`src/rtl/pc_sequencer.sv`:
```
// Hack CPU program-counter sequencer.
// Walks INIT -> FETCH -> EXEC -> FETCH ..., generating the program counter
// reset/load/increment strobes and the execute enable for the A/D/M registers.
// A taken jump whose target equals the current pc (the Hack "end loop" idiom)
// parks the sequencer in HALT until reset_n is asserted again.
module pc_sequencer #(
    // Number of clk edges pc_reset is held after reset release (1..255).
    parameter int unsigned RESET_CYCLES = 4,
    // 1: a taken jump-to-self halts the sequencer; 0: it just loops.
    parameter bit          HALT_DETECT  = 1'b1
) (
    input  logic        clk,
    input  logic        reset_n,
    input  logic [15:0] instruction,
    input  logic [15:0] pc_value,
    input  logic [15:0] a_value,
    input  logic        alu_zr,
    input  logic        alu_ng,
    input  logic        run,
    input  logic        step,
    output logic        pc_reset,
    output logic        pc_load,
    output logic        pc_increment,
    output logic        cpu_enable,
    output logic        halted,
    output logic [1:0]  state
);

    typedef enum logic [1:0] {
        StInit  = 2'b00,
        StFetch = 2'b01,
        StExec  = 2'b10,
        StHalt  = 2'b11
    } state_e;

    // Last value of the INIT counter before leaving INIT.
    localparam logic [7:0] InitLast = 8'(RESET_CYCLES - 1);

    state_e     state_q;
    logic [7:0] init_cnt_q;
    logic       step_q;
    logic       step_pending_q;

    logic       step_rise;
    logic       take;
    logic       halt_hit;

    // Only the jump field and the C-instruction marker matter here.
    logic       unused_instr_bits;
    assign unused_instr_bits = ^instruction[14:3];

    // Jump decode, step edge detection and jump-to-self detection.
    always_comb begin
        step_rise = step & ~step_q;
        take      = instruction[15] & ((instruction[2] & alu_ng) |
                                       (instruction[1] & alu_zr) |
                                       (instruction[0] & ~alu_ng & ~alu_zr));
        halt_hit  = HALT_DETECT & take & (a_value == pc_value);
    end

    // Sequencer state, INIT counter and single-step bookkeeping.
    always_ff @(posedge clk or negedge reset_n) begin
        if (!reset_n) begin
            state_q        <= StInit;
            init_cnt_q     <= 8'd0;
            step_q         <= 1'b0;
            step_pending_q <= 1'b0;
        end else begin
            step_q <= step;
            case (state_q)
                StInit: begin
                    // Step edges are dropped here; the counter runs from 0.
                    if (init_cnt_q == InitLast) begin
                        state_q    <= StFetch;
                        init_cnt_q <= 8'd0;
                    end else begin
                        init_cnt_q <= init_cnt_q + 8'd1;
                    end
                end
                StFetch: begin
                    // Entering EXEC consumes any pending step, even if run caused it.
                    if (run || step_pending_q) begin
                        state_q        <= StExec;
                        step_pending_q <= 1'b0;
                    end else if (step_rise) begin
                        step_pending_q <= 1'b1;
                    end
                end
                StExec: begin
                    state_q <= halt_hit ? StHalt : StFetch;
                    if (step_rise) begin
                        step_pending_q <= 1'b1;
                    end
                end
                StHalt: begin
                    // Only reset_n leaves HALT; step edges are dropped.
                    state_q <= StHalt;
                end
                default: begin
                    state_q <= StInit;
                end
            endcase
        end
    end

    // Outputs decoded from the registered state; only EXEC looks at the jump decode.
    always_comb begin
        pc_reset     = 1'b0;
        pc_load      = 1'b0;
        pc_increment = 1'b0;
        cpu_enable   = 1'b0;
        halted       = 1'b0;
        state        = state_q;
        case (state_q)
            StInit: begin
                pc_reset = 1'b1;
            end
            StExec: begin
                cpu_enable   = 1'b1;
                pc_load      = take;
                pc_increment = ~take;
            end
            StHalt: begin
                halted = 1'b1;
            end
            default: begin
                pc_reset = 1'b0;
            end
        endcase
    end

    // In EXEC exactly one of load/increment is active.
    a_exec_one_hot: assert property (@(posedge clk) disable iff (!reset_n)
        cpu_enable |-> (pc_load ^ pc_increment));

    // No program-counter strobe outside EXEC.
    a_no_stray_strobe: assert property (@(posedge clk) disable iff (!reset_n)
        !cpu_enable |-> !(pc_load | pc_increment));

    // HALT is sticky until reset.
    a_halt_sticky: assert property (@(posedge clk) disable iff (!reset_n)
        halted |=> halted);

endmodule

```
`config.mk`:
```
export PLATFORM = sky130hd
export DESIGN_NAME = pc_sequencer
export DESIGN_NICKNAME = d
export VERILOG_FILES = /design/src/rtl/pc_sequencer.sv
export SDC_FILE = /design/constraint.sdc
export NUM_CORES = 1
export LEC_CHECK = 0
export ABC_AREA = 1
export BUFFER_PORTS_ARGS = -buffer_cell sky130_fd_sc_hd__clkbuf_2
export CAP_MARGIN = 20
export CORE_MARGIN = 2
export CORE_UTILIZATION = 46
export CTS_CLUSTER_DIAMETER = 50
export CTS_CLUSTER_SIZE = 14
export DETAILED_ROUTE_END_ITERATION = 7
export PLACE_DENSITY = 0.89
export SYNTH_ARGS = -nofsm -noshare
export SYNTH_HDL_FRONTEND = slang
export SYNTH_SLANG_ARGS = --single-unit
```
`constraint.sdc`:
```
create_clock -name clk -period 1.85 [get_ports clk]
set_input_delay 0.185 -clock clk [delete_from_list [all_inputs] [get_ports clk]]
set_output_delay 0.185 -clock clk [all_outputs]
set_load 0.05 [all_outputs]
```
# [Word level (Yosys, flattened, before mapping)]
# Index checks and enable logic that the tools add are counted.
[word_totals] out_inout_bits=7 regBits=12 in_bits=54 wordCells=42
[classes] reduce_logical=4 n_eq_ne=7 n_bitwise=13 n_mux=13 add_sub_neg=1
[ops] operator="$eq 16x16->1" count=1
[ops] operator="$add 8x1->8 const B" count=1
[ops] operator="$eq 8x2->1 const B" count=1
[ops] operator="$mux 8" count=1
[ops] operator="$pmux 2 s4" count=1
[ops] operator="$and 1x1->1" count=7
[ops] operator="$mux 1" count=7
[ops] operator="$mux 2" count=3
[ops] operator="$eq 2x2->1 const B" count=2
[ops] operator="$ne 2x2->1 const B" count=2
[ops] operator="$not 1->1" count=4
[ops] operator="$eq 2x1->1 const B" count=1
[ops] operator="$logic_not 2->1" count=1
[ops] operator="$or 1x1->1" count=2
[ops] operator="$pmux 1 s2" count=1
[ops] operator="$reduce_and 2->1" count=1
[ops] operator="$reduce_bool 2->1" count=1
[ops] operator="$logic_or 1x1->1" count=1

# [Depth between registers and ports, before layout]
[depth] ltp_word=8 mapped_depth=8 depth_no_buf=8

# [Least setup slack after synthesis]
# OpenSTA, ideal clock, no wires.
[synth_timing] path_kind="register to register" from="register state_q[0], in the netlist state[0]" to="register state_q[1], in the netlist state[1]" path_buffers=0 path_stages_with_launch=7 setup_slack_ps=-605 period_less_slack_ps=2455 arrival_ps=2382 setup_time_ps=73 required_ps=1777 path_cell_list="dfrtp_1 inv_1 ha_1 inv_1 nor2_1 nand3_1 a21oi_2"
[synth_between] elab_chain_len=3 word_cells_on_any_way=8 cone_classes="eq/ne (5); mux (1); reduce/logical (2)"
[synth_rtl] item="from (decl)" line="39" rtl="state_e state_q;"
[synth_rtl] item="from (signal assigned)" line="64" rtl="state_q <= StInit;"
[synth_rtl] item="from (signal assigned)" line="74" rtl="state_q <= StFetch;"
[synth_rtl] item="from (signal assigned)" line="83" rtl="state_q <= StExec;"
[synth_rtl] item="$eq 2x1->1 or $logic_not 2->1 (tied branches)" line="70" rtl="case (state_q)"
[synth_rtl] item="$ne 2x2->1 (no line)"
[synth_rtl] item="$reduce_and 2->1 (no line)"
# Parallel ways exist; a longest one is shown, timed or not.
# A chain may end at the register's enable or synchronous reset.

# [Worst setup path in the final report]
[layout_timing] from="register state_q[1], in the netlist state[1]" to="output port pc_reset"
[layout_between] elab_chain_len=2
[layout_rtl] item="$logic_not 2->1" line="114" rtl="case (state_q)"
[layout_rtl] item="$mux 1" line="114"
[layout_rtl] item="to (decl)" line="21" rtl="output logic pc_reset,"
# No other way between the ends.

==> impl_metrics.py <==
metrics = {
    "worst_setup_path": {
        "worstPathArrival_ns": 1.54,
        "reg2reg_depth": 6,
        "path_depth": 3,
        "worstPathMaxFanout": 10,
        "r2r_start": "state[1]$_DFFE_PN0P_",
        "crit_path_max_incr_delay_ns": 0.43,
        "path_class": "flip-flop to output port",
        "cp.required_ns": 1.66,
        "regToRegSetupSlack_ns": 0.41,
        "critPathLaunchType": "flip-flop",
        "cp_slowest_cell": "dfrtp_2",
        "path_buf_inv": 2,
        "end_kind": "output port",
        "path_cells": "inv_1, ha_1, clkbuf_2",
        "critPathTopFamily": "buffers and inverters",
        "cp-startpoint": "state[1]$_DFFE_PN0P_",
    },
    "cts": {
        "path_clk_slew_ns": 0.08,
        "cts_buffer_depth": 2,
        "numCtsBuffers": 3,
        "clk_latency_ns": 0.28,
        "tritoncts": "built",
        "clk_root_buffer_cell": "clkbuf_4",
        "h-tree-depth": 1,
        "cts_sinks": 12,
        "cts_resized": 0,
    },
    "sta": {
        "min_period_ns": 1.723,
        "clock.fmax_mhz": 580.2,
        "hold_violations": 0,
        "setup_viol": 0,
        "min_period_over_period": 0.9316,
        "whs_ns": 0.02147,
        "fin_skew_ns": 0.002379,
        "tightest_slew_ns": 0.3362,
        "tns_ns": 0,
        "maxSlewHeadroom": 0.7759,
        "slew_viol_final": 0,
        "final.setup.worst_slack_ns": 0.1266,
        "grt_setup_unrepaired": "no",
    },
    "cells_and_area": {
        "num_antenna_cells": 0,
        "drive_gt1_frac": 0.2793,
        "stdcell_count": 250,
        "syn_to_final_growth_pct": 33.41,
        "final_nets": 282,
        "finish.instance_area_um2": 1359,
    },
    "routing": {
        "ant_nets": 0,
        "via_per_inst": 4.372,
        "drtIter0Drc": 5,
        "drt-pass1-iter-count": 3,
        "vias": 1093,
        "drt-total-wl_um": 2040,
        "post_drt_wl_per_cell_um": 8.160,
        "drc": 0,
    },
    "grt": {
        "grt_pass1_vias": 1030,
        "grt.total_usage": 0.1948,
        "antenna_found_initial": 0,
        "grt_max_degree": 13,
        "grt_pass1_wl_um": 3912,
        "grt-ovfl-total": 0,
    },
    "status": {
        "status": "completed",
    },
    "floorplanning": {
        "dieArea_um2": 2607,
        "start_util": 0.4741,
        "io_pins": 61,
        "core-area_um2": 2148,
        "fp.dieH_um": 51.06,
        "fp.dieW_um": 51.06,
        "row_count": 17,
    },
    "power_and_ir_drop": {
        "p_leak_nw": 0.8935,
        "vdd.ir_drop.worst_mv": 0.6879,
        "power.density_nw_per_um2": 1039,
    },
    "synthesis": {
        "yosys_register_bits": 12,
        "synth_cell_types": 23,
        "synth_warnings": 0,
        "ys_async_sr_fraction": 1.000,
        "syn_nets": 229,
        "yosysSeqAreaShare": 0.2948,
        "syn-instance-count": 170,
        "synth_edf_count": 0,
        "synth_flop_cell": "dfrtp_1",
        "avgSynthCellArea_um2": 5.991,
        "synth_area_um2": 1018,
    },
    "place": {
        "io_buffers": 48,
        "gp_congestion": 0.8154,
        "dp_hpwl_um": 1795,
        "dp.cells": 245,
        "post_dp_cell_area_um2": 1313,
        "dp_slack_ns": 0.4114,
    },
    "min_path": {
        "hold_path.startpoint": "step",
        "min_path_type": "input pin to flip-flop",
        "hold_path_depth": 1,
    },
    "job": {
        "max_cap_viol_count": 0,
    },
}
## flip-flops by register name, summed over array words and instances, names as in the netlist
name            flops
init_cnt_q          8
state               2
step_pending_q      1
step_q              1
## cell type report
| type | instances | area [um^2] |
|---|---|---|
| multi-input combinational | 117 | 584.3 |
| fill | 224 | 789.5 |
| inverter | 40 | 150.1 |
| sequential | 12 | 302.8 |
| timing repair buffer | 49 | 250.2 |
| tap | 28 | 35.03 |
| clock buffer | 4 | 36.28 |
## cells in the final DEF (no fill, tap or decap), drive strengths merged
cell type    instances
a21boi               1
a21o                 1
a21oi                4
and3                 1
clkbuf              52
clkinv               1
dfrtp               12
dlygate4sd3          1
ha                   5
inv                 39
nand2               60
nand3                5
nand4                3
nor2                25
nor3                 2
o21ai                2
o22ai                1
or2                  1
xnor2                1
xor2                 5
## path summary, 6_finish.rpt
path	to
setup / recovery	pc_reset
hold / removal	step_q$_DFF_PN0_
setup reg to reg	state[1]$_DFFE_PN0P_
hold reg to reg	init_cnt_q[7]$_DFFE_PN0P_
max in group asynchronous	state[1]$_DFFE_PN0P_
min in group asynchronous	init_cnt_q[3]$_DFFE_PN0P_
## power by group
group	switching, mW	internal [mW]
clock network	0.0901	0.120
registers	0.0833	0.342
logic	0.522	0.253
total	0.696	0.716
## cell families after synthesis
kind of cell	count (synthesis)	synth area share
buffers and inverters	41	0.1523
AO/OA/AOI/OAI	9	0.05406
XOR/XNOR	6	0.05160
adder cells (fa/ha/maj)	5	0.06143
flip-flops	12	0.2948
AND/OR/NAND/NOR	97	0.3858
## metal layers
layer / GRT usage / routed length [um] / vias up
li1: - / - / 610
met1: 0.2171 / 878 / 457
met2: 0.3571 / 1032 / 22
met3: 0.05848 / 109 / 4
met4: 0.04955 / 19 / 0
met5: 0 / 0 / -
## worst reg2reg max path, stage by stage, from the launching register on
cell	delay, ns
dfrtp_2	0.43
inv_1	0.12
ha_1	0.37
nand2_1	0.18
nand2_1	0.11
nor2_1	0.05
a21oi_2	0.12
## through the flow
| stage | power (mW) | utilization |
|---|---|---|
| floorplan | 1.030 | - |
| global placement | 1.186 | 0.6109 |
| detailed placement | 1.209 | 0.6109 |
| CTS | 1.422 | 0.6325 |
| global route | 1.550 | 0.6325 |
| finish | 1.411 | 0.6325 |
## repair_timing
item | 4_1_cts | 5_1_grt
hold endpoints to repair | 12 | 0
hold buffers | 1 | 0
setup buffers | 0 | 0
## synth_stat cells, types with 2 or more instances
master	number	area (um^2)
ha_1	5	62.56
dfrtp_1	12	300.3
nand4_1	3	18.77
xor2_1	5	43.79
o21ai_1	2	10.01
nor2_1	25	93.84
inv_1	38	142.6
nand3_1	5	25.02
a21oi_1	3	15.01
nand2_1	59	221.5
Note: power is estimated with default switching activity, not from simulation.
